<file path="config.mk">
export PLATFORM = sky130hd
export DESIGN_NAME = fxp_serial_sub_flat
export DESIGN_NICKNAME = d
export VERILOG_FILES = /design/src/rtl/fxp_serial_sub_if.sv /design/src/rtl/fxp_serial_sub.sv /design/src/flat_wrapper.sv
export SDC_FILE = /design/constraint.sdc
export NUM_CORES = 1
export LEC_CHECK = 0
export CORE_MARGIN = 2
export CORE_UTILIZATION = 59
export CTS_BUF_LIST = sky130_fd_sc_hd__clkbuf_4 sky130_fd_sc_hd__clkbuf_8 sky130_fd_sc_hd__clkbuf_16
export DETAILED_ROUTE_END_ITERATION = 7
export DONT_BUFFER_PORTS = 1
export GPL_TIMING_DRIVEN = 0
export PLACE_DENSITY = 0.8
export SYNTH_ARGS = -nofsm -noshare
export SYNTH_HDL_FRONTEND = slang
export SYNTH_SLANG_ARGS = --single-unit
</file>
<file path="constraint.sdc">
create_clock -name clk -period 3.6 [get_ports clk]
set_clock_uncertainty 0.15 [all_clocks]
set_input_delay 0.54 -clock clk [delete_from_list [all_inputs] [get_ports clk]]
set_output_delay 0.54 -clock clk [all_outputs]
set_load 0.02 [all_outputs]
</file>
<file path="src/rtl/fxp_serial_sub_if.sv">
// fxp_serial_sub_if: request/result bundle for the bit-serial Q7.8 subtractor
//   start, A, B   : request pulse and operands (driven by master)
//   busy, done    : progress status (driven by slave)
//   Out, N, V, Z  : registered result and flags (driven by slave)
interface fxp_serial_sub_if #(parameter int DATA_WIDTH = 16) ();
    logic                  start;
    logic [DATA_WIDTH-1:0] A;
    logic [DATA_WIDTH-1:0] B;
    logic                  busy;
    logic                  done;
    logic [DATA_WIDTH-1:0] Out;
    logic                  N;
    logic                  V;
    logic                  Z;
    modport master (output start, A, B, input busy, done, Out, N, V, Z);
    modport slave  (input start, A, B, output busy, done, Out, N, V, Z);
endinterface

</file>
<file path="src/rtl/fxp_serial_sub.sv">
// fxp_serial_sub: bit-serial signed fixed-point subtractor, Out = A - B, LSB first
//   clk   : clock, rising edge
//   rst_n : synchronous active-low reset
//   bus   : fxp_serial_sub_if.slave (start/A/B in, busy/done/Out/N/V/Z out)
//   FXP_SUB_SAT_EN : when defined, overflowing results saturate to the word extreme
module fxp_serial_sub #(
    parameter int DATA_WIDTH = 16,
    parameter int CNT_W      = $clog2(DATA_WIDTH)
) (
    input logic             clk,
    input logic             rst_n,
    fxp_serial_sub_if.slave bus
);
    typedef enum logic [1:0] {IDLE, SHIFT, DONE} state_t;
    state_t                state, state_n;
    logic [DATA_WIDTH-1:0] a_sr, b_sr;
    logic [DATA_WIDTH-2:0] res_sr;
    logic [CNT_W-1:0]      cnt;
    logic                  borrow, borrow_n, d, load, last, v_n;
    logic [DATA_WIDTH-1:0] raw, fin, out_q;
    logic                  n_q, v_q, z_q;

    always_comb begin
        load     = bus.start && state != SHIFT;
        last     = state == SHIFT && cnt == CNT_W'(DATA_WIDTH-1);
        d        = a_sr[0] ^ b_sr[0] ^ borrow;
        borrow_n = (~a_sr[0] & b_sr[0]) | (~a_sr[0] & borrow) | (b_sr[0] & borrow);
        // on the last step a_sr[0]/b_sr[0] are the operand sign bits and d is the raw sign
        raw      = {d, res_sr};
        v_n      = (a_sr[0] != b_sr[0]) && (d != a_sr[0]);
`ifdef FXP_SUB_SAT_EN
        fin      = v_n ? (a_sr[0] ? {1'b1, {(DATA_WIDTH-1){1'b0}}} : {1'b0, {(DATA_WIDTH-1){1'b1}}}) : raw;
`else
        fin      = raw;
`endif
        state_n  = load ? SHIFT : last ? DONE : state == DONE ? IDLE : state;
    end

    always_ff @(posedge clk) begin
        if (!rst_n) state <= IDLE;
        else        state <= state_n;
    end

    always_ff @(posedge clk) begin
        if (!rst_n) begin
            a_sr   <= '0;
            b_sr   <= '0;
            res_sr <= '0;
            borrow <= 1'b0;
            cnt    <= '0;
            out_q  <= '0;
            n_q    <= 1'b0;
            v_q    <= 1'b0;
            z_q    <= 1'b0;
        end else if (load) begin
            a_sr   <= bus.A;
            b_sr   <= bus.B;
            borrow <= 1'b0;
            cnt    <= '0;
        end else if (state == SHIFT) begin
            a_sr   <= a_sr >> 1;
            b_sr   <= b_sr >> 1;
            res_sr <= {d, res_sr[DATA_WIDTH-2:1]};
            borrow <= borrow_n;
            cnt    <= cnt + 1'b1;
            if (last) begin
                out_q <= fin;
                n_q   <= fin[DATA_WIDTH-1];
                v_q   <= v_n;
                z_q   <= fin == '0;
            end
        end
    end

    assign bus.busy = state == SHIFT;
    assign bus.done = state == DONE;
    assign bus.Out  = out_q;
    assign bus.N    = n_q;
    assign bus.V    = v_q;
    assign bus.Z    = z_q;
endmodule

</file>
<file path="src/flat_wrapper.sv">
// flat-port wrapper written by rule: the top's interface ports become plain ports
module fxp_serial_sub_flat 
#(
    parameter int DATA_WIDTH = 16,
    parameter int CNT_W      = $clog2(DATA_WIDTH)
)
  (clk, rst_n, bus_start, bus_A, bus_B, bus_busy, bus_done, bus_Out, bus_N, bus_V, bus_Z);
  fxp_serial_sub_if #(.DATA_WIDTH(DATA_WIDTH)) bus_i ();
  input logic clk;
  input logic rst_n;
  input wire logic [$bits(bus_i.start)-1:0] bus_start;
  input wire logic [$bits(bus_i.A)-1:0] bus_A;
  input wire logic [$bits(bus_i.B)-1:0] bus_B;
  output wire logic [$bits(bus_i.busy)-1:0] bus_busy;
  output wire logic [$bits(bus_i.done)-1:0] bus_done;
  output wire logic [$bits(bus_i.Out)-1:0] bus_Out;
  output wire logic [$bits(bus_i.N)-1:0] bus_N;
  output wire logic [$bits(bus_i.V)-1:0] bus_V;
  output wire logic [$bits(bus_i.Z)-1:0] bus_Z;
  assign bus_i.start = bus_start;
  assign bus_i.A = bus_A;
  assign bus_i.B = bus_B;
  assign bus_busy = bus_i.busy;
  assign bus_done = bus_i.done;
  assign bus_Out = bus_i.Out;
  assign bus_N = bus_i.N;
  assign bus_V = bus_i.V;
  assign bus_Z = bus_i.Z;
  fxp_serial_sub #(.DATA_WIDTH(DATA_WIDTH), .CNT_W(CNT_W)) u_core (.clk(clk), .rst_n(rst_n), .bus(bus_i));
endmodule
</file>
==> qor.csv <==
stage,metric,value,unit
outcome,outcome,"complete, no violations",
worst_hold_path,min-delay worst type,input pin to flip-flop,
finish,"commonest cells after routing, fill and taps aside","94 x nand2_1, 72 x dfxtp_1, 32 x mux2i_1, 32 x o211a_1, 21 x a21boi_0",
synth,Yosys reg bits,72,
placement,I/O Buffers,0,
cts,Clock Pin Slew Worst Setup and Hold Paths,90,ps
die,core area,0.00514,mm²
setup_path,CP Capture Type,output pin,
pwr,Clk pwr share,0.417,
die,chip height,77.1,µm
synth,compound-cell area share of the yosys netlist,0.196,
grt,pin count of the biggest net entering global routing,15,
finish,Layout area overhead,9.96,%
finish,share of post-route cells with drive strength above 1,0.124,
cts,Root Driver,clkbuf_8,
synth,Synth Warn #,0,
pwr,Sequential Power Share,0.492,
setup_path,Setup crit start kind,flip-flop,
setup_path,slowest cell delay on critical path,340,ps
finish,# diodes,0,
synth,post-synth net total,371,
flow_run,total of max-cap violations,0,
timing,Max Freq,518,MHz
die,die width,77.1,µm
setup_path,worst r2r src,u_core.borrow,
synth,cell count after synthesis,332,
synth,largest family of logic cells by synthesized area,compound AO/OA/AOI/OAI gates,
die,Starting Density,0.613,
synth,adder-cell share of the synthesized area,0.0183,
synth,"FFs w/ async S/R, synth",0,
pwr,Pwr Density,499,mW/mm²
timing,worst-margin pin slew,436,ps
cts,Hold Buf Count CTS,0,
timing,Hold Fails Final Rpt,0,
setup_path,cell family with most CP delay,buffers and inverters,
detailed_routing,post-route ant nets,0,
worst_hold_path,Worst Hold Launch,bus_B[15],
setup_path,r2r endpoint,u_core.bus.Z,
finish,number of nets in the layout,382,
timing,Tcrit/Tclk final,0.536,
synth,number of synthesized flops with an enable pin,0,
timing,endpoints failing setup,0,
detailed_routing,Vias,2309,
timing,Sum Neg Setup Slack,0,ps
worst_hold_path,Hold Path Depth,2,
setup_path,critical path peak fanout,10,
finish,Final Util,0.675,
detailed_routing,drt via density,5.52,
detailed_routing,DR DRC count,0,
timing,min cycle time layout,1930,ps
detailed_routing,DR WL/cell,14.8,µm
finish,Fill cells,439,
synth,"Distinct cells, synth",31,
synth,register area share after synthesis,0.457,
cts,total CTS buffers,9,
cts,Sink Count,72,
cts,latest clock arrival within the worst-skew pair,350,ps
setup_path,WS Path Type,flip-flop to output pin,
cts,clk buf depth,2,
finish,"most common cell after layout, fill and taps aside",nand2_1,
pwr,Lkg Pwr,1.65,nW
timing,Worst Slack Setup Final,1670,ps
grt,overflow left after global routing,0,
cts,H-tree Lvls,3,
pwr,NetSw,429,µW
synth,XOR/XNOR share of the synthesized area,0,
grt,antenna violations before repair,0,
timing,RSZ-0062 raised after global routing,no,
worst_hold_path,Hold EP,u_core.b_sr[15],
synth,synthesized area,0.00315,mm²
detailed_routing,number of DRC markers in iteration 0,78,
synth,simple-gate share of the synthesized area,0.165,
die,io pins,56,
pwr,Sw Ratio,0.248,
setup_path,Bufs and invs on worst path,3,
setup_path,crit path max-delay cell type,dfxtp_1,
placement,DP Wirelength,4310,µm
grt,first-pass GRT wire length,10300,µm
placement,gpl congestion,0.772,
grt,GRT Util Overall,0.218,
timing,Slew HR,0.710,
setup_path,Worst EP required,2910,ps
setup_path,R2R Setup Slk,1850,ps
detailed_routing,DRT Pass-1 Iters,4,
placement,DP Worst Slack,1860,ps
die,num rows,26,
pwr,Int Pwr,1.30,mW
setup_path,CP arrival,1240,ps
setup_path,worst-path cell chain,nand2b_4 -> buf_6 -> inv_2 -> buf_4,
cts,CTS tree,built,
synth,synthesized area per cell,9.50,µm²
detailed_routing,Routed WL,6190,µm
cts,postcts setup bufs,0,
setup_path,R2R depth,4,
pwr,Peak VDD IR,0.375,mV
timing,max-slew violation count,0,
grt,vias in the first global route,2260,
cts,post-CTS sizing,0,
die,Die ar.,0.00595,mm²
synth,Synth Flop Type,dfxtp_1,
synth,mux cell area share after synthesis,0.102,
pwr,Logic pwr share,0.091,
worst max path at each step:
stage / startpoint / slack (ps) / depth (start not counted) / end
2_1_floorplan: u_core.borrow / 2030 / 4 / u_core.bus.Z
3_3_place_gp: u_core.b_sr[0] / 1890 / 4 / u_core.bus.Z
3_5_place_dp: u_core.borrow / 1860 / 4 / u_core.bus.Z
4_1_cts: u_core.state[1] / 1660 / 4 / bus_busy
5_1_grt: u_core.state[0] / 1620 / 4 / bus_busy
6_report: u_core.state[1] / 1670 / 4 / bus_busy
flip-flops by register name, indices dropped and copies added (netlist names), 2 cells and up:
| register | cells |
|---|---|
| u_core.res_sr | 15 |
| u_core.b_sr | 16 |
| u_core.a_sr | 16 |
| u_core.cnt | 4 |
| u_core.bus.Out | 16 |
| u_core.state | 2 |
synth_stat cells (2+ instances only):
library cell | number | area share
nand2_1 | 94 | 0.11
dfxtp_1 | 72 | 0.46
mux2i_1 | 32 | 0.10
o211a_1 | 32 | 0.10
a21boi_0 | 21 | 0.050
a21boi_1 | 13 | 0.031
buf_2 | 10 | 0.016
nor2_1 | 10 | 0.012
buf_6 | 7 | 0.025
clkbuf_1 | 6 | 0.0071
buf_4 | 5 | 0.012
nand3b_1 | 4 | 0.0095
ha_1 | 3 | 0.012
o21ai_0 | 3 | 0.0048
nand3_2 | 2 | 0.0063
nand4_1 | 2 | 0.0040
nor4_1 | 2 | 0.0040
power groups by stage:
| stage | registers [mW] | logic (mW) | clock network (mW) |
|---|---|---|---|
| floorplan | 0.864 | 0.131 | 0 |
| global placement | 0.868 | 0.153 | 0 |
| detailed placement | 0.870 | 0.158 | 0 |
| CTS | 0.852 | 0.159 | 0.731 |
| global route | 0.856 | 0.176 | 0.756 |
| finish | 0.852 | 0.158 | 0.721 |
worst reg2reg max path, stage by stage (launching register included):
cell,delay (ps)
dfxtp_1,350
fa_1,600
nor4b_1,270
nand4_1,170
o21ai_2,150
stage by stage:
step / cells / power (mW) / hold slack [ps] / area, µm²
final: 418 / 1.73 / 187 / 3470
after global routing: 418 / 1.79 / 200 / 3470
after CTS: 418 / 1.74 / 177 / 3470
after detailed placement: 402 / 1.03 / 330 / 3240
after global placement: 402 / 1.02 / 319 / 3240
after floorplan: 332 / 0.995 / 304 / 3150
area by class of cell:
type / instances / area, µm² / share of cell area
Buffer: 28 / 189 / 0.0545
Clock buffer: 9 / 124 / 0.0357
Clock inverter: 7 / 103 / 0.0296
Inverter: 2 / 7.51 / 0.00217
Multi-Input combinational cell: 230 / 1520 / 0.437
Sequential cell: 72 / 1440 / 0.416
Tap cell: 70 / 87.6 / 0.0253
logic make-up after synthesis:
logic type,Yosys count
compound gates,73
mux,32
buf+inv,30
simple gates,121
flops,72
fa+ha+maj,4
per-layer routing:
layer / part of all wire / vias to the layer above / GRT usage
li1: - / 1164 / -
met2: 0.48 / 52 / 0.367
met1: 0.45 / 1081 / 0.254
met4: 0.019 / 0 / 0.102
met3: 0.053 / 12 / 0.0647
met5: 0 / - / 0
Note: power is estimated with default switching activity, not from simulation.
